**src/rtl/pipeline_hazard_ctrl_if.sv**
```systemverilog
// rtl/pipeline_hazard_ctrl_if.sv - hazard controller pipeline-side signal bundle
interface pipeline_hazard_ctrl_if #(
  parameter int CNT_W = 16
);
  // ID stage operands
  logic             id_valid;
  logic [3:0]       src1;
  logic [3:0]       src2;
  logic             two_src;
  // EXE / MEM destinations
  logic [3:0]       exe_dest;
  logic             exe_wb_en;
  logic             exe_mem_r_en;
  logic [3:0]       mem_dest;
  logic             mem_wb_en;
  // data-memory handshake and branch resolution
  logic             mem_req;
  logic             mem_ready;
  logic             branch_taken;
  // pipeline control
  logic             freeze_pc;
  logic             freeze_if_id;
  logic             flush_if_id;
  logic             flush_id_ex;
  logic             freeze_back;
  // status
  logic             mem_timeout;
  logic [CNT_W-1:0] stall_cnt;
  logic [CNT_W-1:0] flush_cnt;

  // pipeline side: drives observations, consumes control
  modport master (
    output id_valid, src1, src2, two_src,
    output exe_dest, exe_wb_en, exe_mem_r_en, mem_dest, mem_wb_en,
    output mem_req, mem_ready, branch_taken,
    input  freeze_pc, freeze_if_id, flush_if_id, flush_id_ex, freeze_back,
    input  mem_timeout, stall_cnt, flush_cnt
  );

  // controller side
  modport slave (
    input  id_valid, src1, src2, two_src,
    input  exe_dest, exe_wb_en, exe_mem_r_en, mem_dest, mem_wb_en,
    input  mem_req, mem_ready, branch_taken,
    output freeze_pc, freeze_if_id, flush_if_id, flush_id_ex, freeze_back,
    output mem_timeout, stall_cnt, flush_cnt
  );
endinterface

```
**src/rtl/pipeline_hazard_ctrl.sv**
```systemverilog
// rtl/pipeline_hazard_ctrl.sv - stall/flush sequencer for the 5-stage pipeline
module pipeline_hazard_ctrl #(
  parameter int FWD_EN  = 1,
  parameter int TIMEOUT = 64,
  parameter int CNT_W   = 16
) (
  input  logic                  clk,
  input  logic                  rst,
  pipeline_hazard_ctrl_if.slave hz
);

  localparam int              WC_W      = $clog2(TIMEOUT + 1);
  localparam logic [WC_W-1:0] WAIT_MAX  = WC_W'(TIMEOUT);
  localparam logic [WC_W-1:0] WAIT_LAST = WC_W'(TIMEOUT - 1);
  localparam logic            FWD       = (FWD_EN != 0);

  typedef enum logic {
    RUN     = 1'b0,
    MEMWAIT = 1'b1
  } state_t;

  state_t           state_q, state_d;
  logic [WC_W-1:0]  wait_cnt_q, wait_cnt_d;
  logic             mem_timeout_q, mem_timeout_d;
  logic [CNT_W-1:0] stall_cnt_q, stall_cnt_d;
  logic [CNT_W-1:0] flush_cnt_q, flush_cnt_d;

  logic exe_hit;
  logic mem_hit;
  logic raw;
  logic mem_wait;
  logic do_flush;
  logic do_stall;
  logic do_wait;

  // RAW detection and priority resolution: memory wait > branch flush > RAW stall
  always_comb begin
    exe_hit  = (hz.src1 == hz.exe_dest) | (hz.two_src & (hz.src2 == hz.exe_dest));
    mem_hit  = (hz.src1 == hz.mem_dest) | (hz.two_src & (hz.src2 == hz.mem_dest));
    raw      = hz.id_valid &
               ((exe_hit & hz.exe_wb_en & (hz.exe_mem_r_en | ~FWD)) |
                (~FWD & mem_hit & hz.mem_wb_en));
    mem_wait = (state_q == MEMWAIT) | (hz.mem_req & ~hz.mem_ready);
    // all control outputs are forced quiet while reset is held
    do_wait  = ~rst & mem_wait;
    do_flush = ~rst & ~mem_wait & hz.branch_taken;
    do_stall = ~rst & ~mem_wait & ~hz.branch_taken & raw;
  end

  assign hz.freeze_pc    = do_wait | do_stall;
  assign hz.freeze_if_id = do_wait | do_stall;
  assign hz.freeze_back  = do_wait;
  assign hz.flush_if_id  = do_flush;
  assign hz.flush_id_ex  = do_flush | do_stall;
  assign hz.mem_timeout  = mem_timeout_q;
  assign hz.stall_cnt    = stall_cnt_q;
  assign hz.flush_cnt    = flush_cnt_q;

  // next-state: memory-wait FSM, wait timer, sticky timeout and event counters
  always_comb begin
    state_d       = state_q;
    wait_cnt_d    = '0;
    mem_timeout_d = mem_timeout_q;
    stall_cnt_d   = stall_cnt_q;
    flush_cnt_d   = flush_cnt_q;

    case (state_q)
      RUN: begin
        // a request completed in the same cycle never leaves RUN
        if (hz.mem_req && !hz.mem_ready) begin
          state_d = MEMWAIT;
        end
      end
      MEMWAIT: begin
        if (hz.mem_ready) begin
          state_d = RUN;
        end
        wait_cnt_d = (wait_cnt_q != WAIT_MAX) ? wait_cnt_q + 1'b1 : wait_cnt_q;
        // the flag only reports; the freeze is held until the memory answers
        if ((wait_cnt_q == WAIT_LAST) && !hz.mem_ready) begin
          mem_timeout_d = 1'b1;
        end
      end
      default: state_d = RUN;
    endcase

    if (do_stall && (stall_cnt_q != '1)) begin
      stall_cnt_d = stall_cnt_q + 1'b1;
    end
    if (do_flush && (flush_cnt_q != '1)) begin
      flush_cnt_d = flush_cnt_q + 1'b1;
    end
  end

  // state registers; reset abandons any in-flight memory access
  always_ff @(posedge clk) begin
    if (rst) begin
      state_q       <= RUN;
      wait_cnt_q    <= '0;
      mem_timeout_q <= 1'b0;
      stall_cnt_q   <= '0;
      flush_cnt_q   <= '0;
    end else begin
      state_q       <= state_d;
      wait_cnt_q    <= wait_cnt_d;
      mem_timeout_q <= mem_timeout_d;
      stall_cnt_q   <= stall_cnt_d;
      flush_cnt_q   <= flush_cnt_d;
    end
  end

endmodule
```
**src/flat_wrapper.sv**
```systemverilog
// flat-port wrapper written by rule: the top's interface ports become plain ports
module pipeline_hazard_ctrl_flat 
#(
  parameter int FWD_EN  = 1,
  parameter int TIMEOUT = 64,
  parameter int CNT_W   = 16
)
  (clk, rst, hz_id_valid, hz_src1, hz_src2, hz_two_src, hz_exe_dest, hz_exe_wb_en, hz_exe_mem_r_en, hz_mem_dest, hz_mem_wb_en, hz_mem_req, hz_mem_ready, hz_branch_taken, hz_freeze_pc, hz_freeze_if_id, hz_flush_if_id, hz_flush_id_ex, hz_freeze_back, hz_mem_timeout, hz_stall_cnt, hz_flush_cnt);
  pipeline_hazard_ctrl_if #(.CNT_W(CNT_W)) hz_i ();
  input  logic clk;
  input  logic rst;
  input wire logic [$bits(hz_i.id_valid)-1:0] hz_id_valid;
  input wire logic [$bits(hz_i.src1)-1:0] hz_src1;
  input wire logic [$bits(hz_i.src2)-1:0] hz_src2;
  input wire logic [$bits(hz_i.two_src)-1:0] hz_two_src;
  input wire logic [$bits(hz_i.exe_dest)-1:0] hz_exe_dest;
  input wire logic [$bits(hz_i.exe_wb_en)-1:0] hz_exe_wb_en;
  input wire logic [$bits(hz_i.exe_mem_r_en)-1:0] hz_exe_mem_r_en;
  input wire logic [$bits(hz_i.mem_dest)-1:0] hz_mem_dest;
  input wire logic [$bits(hz_i.mem_wb_en)-1:0] hz_mem_wb_en;
  input wire logic [$bits(hz_i.mem_req)-1:0] hz_mem_req;
  input wire logic [$bits(hz_i.mem_ready)-1:0] hz_mem_ready;
  input wire logic [$bits(hz_i.branch_taken)-1:0] hz_branch_taken;
  output wire logic [$bits(hz_i.freeze_pc)-1:0] hz_freeze_pc;
  output wire logic [$bits(hz_i.freeze_if_id)-1:0] hz_freeze_if_id;
  output wire logic [$bits(hz_i.flush_if_id)-1:0] hz_flush_if_id;
  output wire logic [$bits(hz_i.flush_id_ex)-1:0] hz_flush_id_ex;
  output wire logic [$bits(hz_i.freeze_back)-1:0] hz_freeze_back;
  output wire logic [$bits(hz_i.mem_timeout)-1:0] hz_mem_timeout;
  output wire logic [$bits(hz_i.stall_cnt)-1:0] hz_stall_cnt;
  output wire logic [$bits(hz_i.flush_cnt)-1:0] hz_flush_cnt;
  assign hz_i.id_valid = hz_id_valid;
  assign hz_i.src1 = hz_src1;
  assign hz_i.src2 = hz_src2;
  assign hz_i.two_src = hz_two_src;
  assign hz_i.exe_dest = hz_exe_dest;
  assign hz_i.exe_wb_en = hz_exe_wb_en;
  assign hz_i.exe_mem_r_en = hz_exe_mem_r_en;
  assign hz_i.mem_dest = hz_mem_dest;
  assign hz_i.mem_wb_en = hz_mem_wb_en;
  assign hz_i.mem_req = hz_mem_req;
  assign hz_i.mem_ready = hz_mem_ready;
  assign hz_i.branch_taken = hz_branch_taken;
  assign hz_freeze_pc = hz_i.freeze_pc;
  assign hz_freeze_if_id = hz_i.freeze_if_id;
  assign hz_flush_if_id = hz_i.flush_if_id;
  assign hz_flush_id_ex = hz_i.flush_id_ex;
  assign hz_freeze_back = hz_i.freeze_back;
  assign hz_mem_timeout = hz_i.mem_timeout;
  assign hz_stall_cnt = hz_i.stall_cnt;
  assign hz_flush_cnt = hz_i.flush_cnt;
  pipeline_hazard_ctrl #(.FWD_EN(FWD_EN), .TIMEOUT(TIMEOUT), .CNT_W(CNT_W)) u_core (.clk(clk), .rst(rst), .hz(hz_i));
endmodule
```
**config.mk**
```make
export PLATFORM = sky130hd
export DESIGN_NAME = pipeline_hazard_ctrl_flat
export DESIGN_NICKNAME = d
export VERILOG_FILES = /design/src/rtl/pipeline_hazard_ctrl_if.sv /design/src/rtl/pipeline_hazard_ctrl.sv /design/src/flat_wrapper.sv
export SDC_FILE = /design/constraint.sdc
export NUM_CORES = 1
export LEC_CHECK = 0
export CORE_ASPECT_RATIO = 0.9
export CORE_MARGIN = 2
export CORE_UTILIZATION = 46
export DETAILED_ROUTE_END_ITERATION = 8
export GPL_ROUTABILITY_DRIVEN = 0
export PLACE_DENSITY = 0.81
export SYNTH_ARGS = -nofsm -noshare
export SYNTH_HDL_FRONTEND = slang
export SYNTH_SLANG_ARGS = --single-unit
```
**constraint.sdc**
```tcl
create_clock -name clk -period 2.7 [get_ports clk]
set_clock_uncertainty 0.2 [all_clocks]
set_input_delay 0.54 -clock clk [delete_from_list [all_inputs] [get_ports clk]]
set_output_delay 0.54 -clock clk [all_outputs]
set_load 0.005 [all_outputs]
```
==> metrics.md, run 1 <==
| Metric | Value |
|---|---|
| Pin count of the biggest net entering global routing | `25` |
| Minimum clock period | `2.610 ns` |
| Synth cell types | `39` |
| Synth area leaders | `dfxtp_1 40%, xor2_1 8.2%, nor2_1 7.0%` |
| Cell Pwr Density | `415.9 mW/mm²` |
| Initial core utilization | `48.80%` |
| Avg Cell Area, Syn | `8.631 µm²` |
| Met3 GRT Util | `4.387%` |
| Internal | `0.0009735 W` |
| Pre-CTS setup slack | `-0.4359 ns` |
| Hold wc startpoint | `u_core.hz.mem_timeout$_SDFFE_PP0P_` |
| Antenna viol nets, final | `0` |
| Global route overflow | `0` |
| Clock buffer count from CTS | `5` |
| WL per Instance | `13.71 µm` |
| Clk pwr share | `41.3%` |
| Crit Path Max Fanout | `2` |
| Clock transition at path regs | `0.08 ns` |
| R2R Setup Slk | `0.48 ns` |
| Total Wirelength | `5167 µm` |
| Hold Path Depth | `2` |
| Max-cap violations | `0` |
| Relative slew slack | `78.02%` |
| Post-synth top flop | `dfxtp_1` |
| EDFF count, synth | `0` |
| Longest Clk Path Bufs | `2` |
| Setup TNS | `0 ns` |
| Area Overhead vs Synth | `47.25%` |
| Core area | `0.004156 mm²` |
| Worst skew pair latency | `0.29 ns` |
| Vias in the first global route | `1,924` |
| Final total power | `0.001242 W` |
| DRC Markers | `0` |
| Setup crit end kind | `output port` |
| Share of cells above drive strength 1 | `16.72%` |
| Seq pwr share | `49.2%` |
| P_sw | `0.0002685 W` |
| Run status | `finished, final reports clean` |
| Met1 usage | `27.91%` |
| First-pass GRT wire length | `8466 µm` |
| Combinational Power Share | `9.5%` |
| Syn. warnings | `0` |
| Worst slew pin tran | `0.3251 ns` |
| Worst Path Required | `1.96 ns` |
| Global-route met2 utilization | `36.72%` |
| Slew Viols, Final | `0` |
| Die H | `67.00 µm` |
| Rows | `22` |
| FF+latch count, synth | `41` |
| Root buffer cell | `clkbuf_8` |
| Simple logic cell fraction of the synthesized area | `29.98%` |
| Die area | `0.004957 mm²` |
| GRT Total Usage | `22.03%` |
| H-tree depth | `2` |
| I/O pin count | `64` |
| Port bufs | `58` |
| Fmax achieved | `0.3832 GHz` |
| Antenna Cells | `0` |
| Hold path endpoint | `u_core.hz.mem_timeout$_SDFFE_PP0P_` |
| Detailed placer's ending HPWL | `3645 µm` |
| Tcrit/Tclk final | `96.66%` |
| Post-synthesis compound-gate area fraction | `9.439%` |
| FILL cells | `324` |
| Finish-stage setup viols | `0` |
| Via Count | `1,991` |
| Drt first pass iters | `4` |
| Register area | `820.8 µm²` |
| Multi-input logic area | `0.001214 mm²` |
| Async SR Flop Fraction | `0%` |
| Largest family of logic cells by synthesized area | `simple AND/OR/NAND/NOR gates` |
| Syn Inst Count | `235` |
| Setup Crit Path Kind | `in2out` |
| Clock sinks | `41` |
| Final WS setup | `0.09024 ns` |
| R2R depth | `8` |
| HP Class | `reg2reg` |
| Net Count, Synth | `265` |
| Routed vias/inst | `5.281` |
| CTS tree | `done` |
| Die X | `74.00 µm` |
| Sw Share | `21.62%` |
| Post-synth top area cell | `dfxtp_1` |
| Post-Synth Adder-Cell Area | `2.468%` |
| Leakage | `1.172 nW` |
| Worst setup SP type | `input pin` |
| Mux contribution to synthesized area | `0.9870%` |
| Grt peak-use layer | `met2` |
| Arrival time worst endpoint | `1.87 ns` |
| Critical R2R Launch | `u_core.hz.stall_cnt[0]$_SDFFE_PP0P_` |
| Sequential element share of the synthesized area | `40.47%` |
| Nets | `346` |
| Post-Synth XOR/XNOR Area | `14.25%` |
| Initial antenna violation count | `0` |
| FF-to-FF End | `u_core.hz.stall_cnt[1]$_SDFFE_PP0P_` |
| Initial DRC Count | `100` |
| Share of the synthesized area in the top cell type | `40.47%` |
| Post-synth design cell area | `0.002028 mm²` |
| Worst vdd ir | `0.0002967 V` |
| Hold Vio Cnt, Final | `0` |
how the worst max path moves through the flow:
stage,depth (start not counted),from,end,slack (ns)
after CTS,6,hz_exe_dest[0],hz_freeze_if_id,0.02
after detailed placement,6,hz_exe_dest[1],hz_freeze_if_id,-0.44
after floorplan,5,hz_exe_dest[1],hz_freeze_pc,0.28
final,6,hz_mem_req,hz_flush_if_id,0.09
after global routing,7,hz_branch_taken,hz_freeze_if_id,-0.006
after global placement,6,hz_exe_dest[1],hz_freeze_pc,-0.41
flip-flops by register name (all words and copies together) (netlist names):
name	cells
u_core.hz.flush_cnt	16
u_core.hz.stall_cnt	16
u_core.wait_cnt_q	7
u_core.hz.mem_timeout	1
u_core.state_q	1
final cells by class:
cell class	count	area share, %
multi-input cells	184	40.64
flip-flops and latches	41	27.48
repair buffers	81	24.97
clock buffers	6	2.765
well taps	60	2.514
clock inverters	2	1.257
inverters	3	0.3770
Yosys cell counts, drive strengths merged (2+ instances only):
library cell / n
dfxtp: 41
nor2: 38
nand3: 20
xor2: 19
xnor2: 14
nand2: 13
a21oi: 10
nand4: 9
and3: 8
o21ai: 7
nor3: 6
or3: 6
clkbuf: 5
ha: 4
nor4: 4
inv: 3
a31oi: 2
and4: 2
buf: 2
mux2i: 2
nand2b: 2
nor2b: 2
o21ba: 2
o31ai: 2
or4: 2
what timing repair did:
item,4_1_cts,5_1_grt
setup buffers,1,0
setup endpoints to repair,5,6
hold buffers,0,0
pin swaps,6,3
gates cloned,0,0
gates resized for setup,23,10
layer usage:
metal / routed length [µm] / vias to the layer above
li1: - / 989
met1: 2246 / 916
met2: 2575 / 79
met3: 290 / 7
met4: 55 / 0
met5: 0 / -
power groups by stage:
stage | sequential (W) | combinational, W | clock, W
after floorplan | 0.000624 | 0.0000425 | 0
after global placement | 0.000625 | 0.000108 | 0
after detailed placement | 0.000625 | 0.000111 | 0
after CTS | 0.000611 | 0.000112 | 0.000521
after global routing | 0.000612 | 0.000127 | 0.000546
final | 0.000611 | 0.000118 | 0.000513
kinds of logic after synthesis:
kind of cell,count (synthesis)
flops,41
xor+xnor,33
mux,2
fa+ha+maj,4
simple gates,118
buf+inv,10
compound gates,27
critical path: stages:
cell and delay (ns):
clkdlybuf4s50_1 0.50, buf_4 0.12, or2b_1 0.24, nand3_1 0.14
inv_1 0.07, dlygate4sd2_1 0.26
layout by cell type (no fill, tap or decap), types with 2 or more instances in the layout:
master,count
a21oi_1,10
a31oi_1,2
and3_1,8
and4_1,2
buf_2,3
buf_4,23
clkbuf_8,6
clkdlybuf4s50_1,46
dfxtp_1,41
dlygate4sd2_1,4
dlymetal6s2s_1,5
ha_1,4
inv_1,3
mux2i_1,2
nand2_1,10
nand2_2,2
nand2b_1,2
nand3_1,19
nand4_1,9
nor2_1,37
nor3_1,6
nor4_1,3
o21ai_0,6
o21ba_2,2
o31ai_1,2
or3_1,5
or4_1,2
xnor2_1,11
xnor2_2,3
xor2_1,18
metrics by stage:
step / instances / instance area, µm² / utilization [%] / hold slack (ns)
2_1_floorplan: 235 / 2028 / - / 0.2605
3_3_place_gp: 368 / 2811 / 67.64 / 0.2724
3_5_place_dp: 368 / 2811 / 67.64 / 0.2986
4_1_cts: 377 / 2938 / 70.68 / 0.3132
5_1_grt: 377 / 2987 / 71.85 / 0.3174
6_report: 377 / 2987 / 71.85 / 0.3021
(Power assumes the default switching activity.)
==> inputs of run 2 (changes only) <==
--- a/config.mk
+++ b/config.mk
@@ -7,2 +7,3 @@
 export LEC_CHECK = 0
+export CAP_MARGIN = 20
 export CORE_ASPECT_RATIO = 0.9
@@ -12,2 +13,3 @@
 export GPL_ROUTABILITY_DRIVEN = 0
+export GPL_TIMING_DRIVEN = 1
 export PLACE_DENSITY = 0.81
--- a/constraint.sdc
+++ b/constraint.sdc
@@ -4,2 +4,2 @@
 set_output_delay 0.54 -clock clk [all_outputs]
-set_load 0.005 [all_outputs]
+set_load 0.05 [all_outputs]
==> run 2 against run 1 <==
Critical endpoint is now hz_freeze_pc. Critical path depth grew 1. Highest routed layer unchanged. Largest power group unchanged. Register-to-register slack about the same. Global-route usage down 0.15 points. Fmax shrank 1.6%. Cell count decreased by 1.9%. Wire length decreased by 5.3%. Non-clock buffer count decreased by 7. Total power increased by 2.0%.
==> metrics.md, run 2 (synthesis results as in run 1) <==
| Metric | Value |
|---|---|
| Hold_buf cts | `0 (unchanged)` |
| Worst path slowest cell | `o41ai_4` |
| Die X | `74.00 µm (unchanged)` |
| Crit Path Max Fanout | `2 (unchanged)` |
| Final Cell Area | `0.002983 mm² (-0.13%)` |
| Vias in the first global route | `1,874 (-2.6%)` |
| Slew Viols, Final | `0 (unchanged)` |
| Global route overflow | `0 (unchanged)` |
| Drt first pass iters | `4 (unchanged)` |
| Minimum clock period | `2.651 ns (+0.04118 ns)` |
| Share of cells above drive strength 1 | `14.52% (-2.2 points)` |
| Setup TNS | `0 ns (unchanged)` |
| FILL cells | `306 (-5.6%)` |
| Routed vias/inst | `5.186 (-1.8%)` |
| Sw Share | `22.68% (+1.1 points)` |
| Clock transition at path regs | `0.08 ns (about the same)` |
| WL per Instance | `13.22 µm (-3.5%)` |
| Longest Clk Path Bufs | `2 (unchanged)` |
| Internal | `0.0009793 W (+0.59%)` |
| Via Count | `1,919 (-3.6%)` |
| Initial core utilization | `48.80% (unchanged)` |
| Pin count of the biggest net entering global routing | `30 (+20%)` |
| H-tree depth | `2 (unchanged)` |
| Max-cap violations | `0 (unchanged)` |
| Hold Vio Cnt, Final | `0 (unchanged)` |
| Die area | `0.004957 mm² (unchanged)` |
| Antenna Cells | `0 (unchanged)` |
| Cell Pwr Density | `424.6 mW/mm² (+2.1%)` |
| Most frequent cells in the layout | `45 x clkdlybuf4s50_1, 41 x dfxtp_1, 38 x nor2_1` |
| Worst vdd ir | `0.0002790 V (-6.0%)` |
| Rows | `22 (unchanged)` |
| Initial antenna violation count | `0 (unchanged)` |
| Worst skew pair latency | `0.30 ns (about the same)` |
| Nets | `339 (-2.0%)` |
| First-pass GRT wire length | `8293 µm (-2.0%)` |
| Combinational Power Share | `11.3% (+1.8 points)` |
| Arrival time worst endpoint | `1.91 ns (+0.04 ns)` |
| Worst path cell trace | `dlygate4sd2_1 -> xnor2_1 -> nand2_1 -> o41ai_4 -> nand2_2 -> o21ai_4 -> buf_12` |
| Root buffer cell | `clkbuf_8` |
| Fmax achieved | `0.3772 GHz (-1.6%)` |
| GRT Total Usage | `21.87% (-0.15 points)` |
| Worst slew pin tran | `0.5042 ns (+0.1791 ns)` |
| HP Class | `reg2reg` |
| Clock buffer count from CTS | `5 (unchanged)` |
| Finish-stage setup viols | `0 (unchanged)` |
| Cells after DPL | `361 (-1.9%)` |
| Initial DRC Count | `66 (-34%)` |
| Setup crit end kind | `output port` |
| Area Overhead vs Synth | `47.07%` |
| Final Non-Filler Cells | `370 (-1.9%)` |
| P_sw | `0.0002872 W (+7.0%)` |
| Area post-placement | `0.002820 mm² (+0.31%)` |
| Clk pwr share | `40.5% (-0.8 points)` |
| Clock sinks | `41 (unchanged)` |
| Total Wirelength | `4893 µm (-5.3%)` |
| Max stage delay on crit path | `0.40 ns (-0.10 ns)` |
| Setup Crit Path Kind | `in2out` |
| Commonest non-fill, non-tap cell in the layout | `clkdlybuf4s50_1` |
| Relative slew slack | `66.28% (-12 points)` |
| Run status | `finished, final reports clean` |
| DRC Markers | `0 (unchanged)` |
| Core area | `0.004156 mm² (unchanged)` |
| Worst Path Required | `1.96 ns (about the same)` |
| Seq pwr share | `48.2% (-1.0 points)` |
| Antenna viol nets, final | `0 (unchanged)` |
| Die H | `67.00 µm (unchanged)` |
| Detailed placer's ending HPWL | `3547 µm (-2.7%)` |
| CTS tree | `done` |
| Tcrit/Tclk final | `98.18% (+1.5 points)` |
| Final total power | `0.001266 W (+2.0%)` |
| I/O pin count | `64 (unchanged)` |
| Leakage | `1.118 nW (-4.6%)` |
| Port bufs | `58 (unchanged)` |
| Worst setup SP type | `input pin` |
run 2: cell count changes in the layout (fill, tap and decap cells not counted), sizes merged:
| cell | before | now |
|---|---|---|
| buf | 26 | 21 |
| clkbuf | 6 | 7 |
| clkdlybuf4s50 | 46 | 45 |
| clkinvlp | 1 | 0 |
| dlygate4sd2 | 4 | 6 |
| dlymetal6s2s | 5 | 2 |
run 2: timing repair:
action / 4_1_cts / 5_1_grt
gates resized for setup: 11 / 4
setup endpoints to repair: 3 / 3
pin swaps: 4 / 4
buffers inserted: 0 / 1
gates cloned: 0 / 0
run 2: layout make-up:
cell class                 instances  area (µm²)  share of cell area, %
tap                               60       75.07                  2.517
timing repair buffer              74       748.2                  25.08
inverter                           3       11.26                 0.3775
clock buffer                       7       86.33                  2.894
clock inverter                     1       30.03                  1.007
multi-input combinational        184        1211                  40.60
sequential                        41       820.8                  27.52
run 2: stage by stage:
stage          hold slack (ns)  worst slack, ns  util (%)
2_1_floorplan           0.2938          0.02907         -
3_3_place_gp            0.2742          -0.1810     67.85
3_5_place_dp            0.2798          -0.2166     67.85
4_1_cts                 0.2982         0.002536     71.13
5_1_grt                 0.3302        -0.008356     71.76
6_report                0.2937          0.04906     71.76
run 2: power by group through the flow:
stage	clock network [W]	registers (W)	logic (W)
floorplan	0	0.000630	0.0000602
global placement	0	0.000625	0.000138
detailed placement	0	0.000625	0.000140
CTS	0.000519	0.000610	0.000142
global route	0.000549	0.000611	0.000152
finish	0.000513	0.000611	0.000143
run 2: worst paths after layout:
path / from / endpoint / slack [ns] / cells past startpoint
setup / recovery: hz_exe_dest[2] / hz_freeze_pc / 0.05 / 7
setup reg to reg: u_core.hz.stall_cnt[0]$_SDFFE_PP0P_ / u_core.hz.stall_cnt[1]$_SDFFE_PP0P_ / 0.47 / 8
hold / removal: u_core.hz.mem_timeout$_SDFFE_PP0P_ / u_core.hz.mem_timeout$_SDFFE_PP0P_ / 0.29 / 2
hold reg to reg: u_core.hz.mem_timeout$_SDFFE_PP0P_ / u_core.hz.mem_timeout$_SDFFE_PP0P_ / 0.29 / 2
run 2: worst max-delay path, delay by kind of cell:
kind / cells / cell delay, ns
AO/OA/AOI/OAI: 2 / 0.51
buffers and inverters: 2 / 0.43
AND/OR/NAND/NOR: 2 / 0.26
XOR/XNOR: 1 / 0.17
run 2: routing by layer:
layer  global-route usage, %  up-vias  wire (µm)
met5                       0        -          0
li1                        -      974          -
met3                   4.690        9        220
met1                   25.72      891       2116
met4                   9.545        0         86
met2                   37.95       45       2468
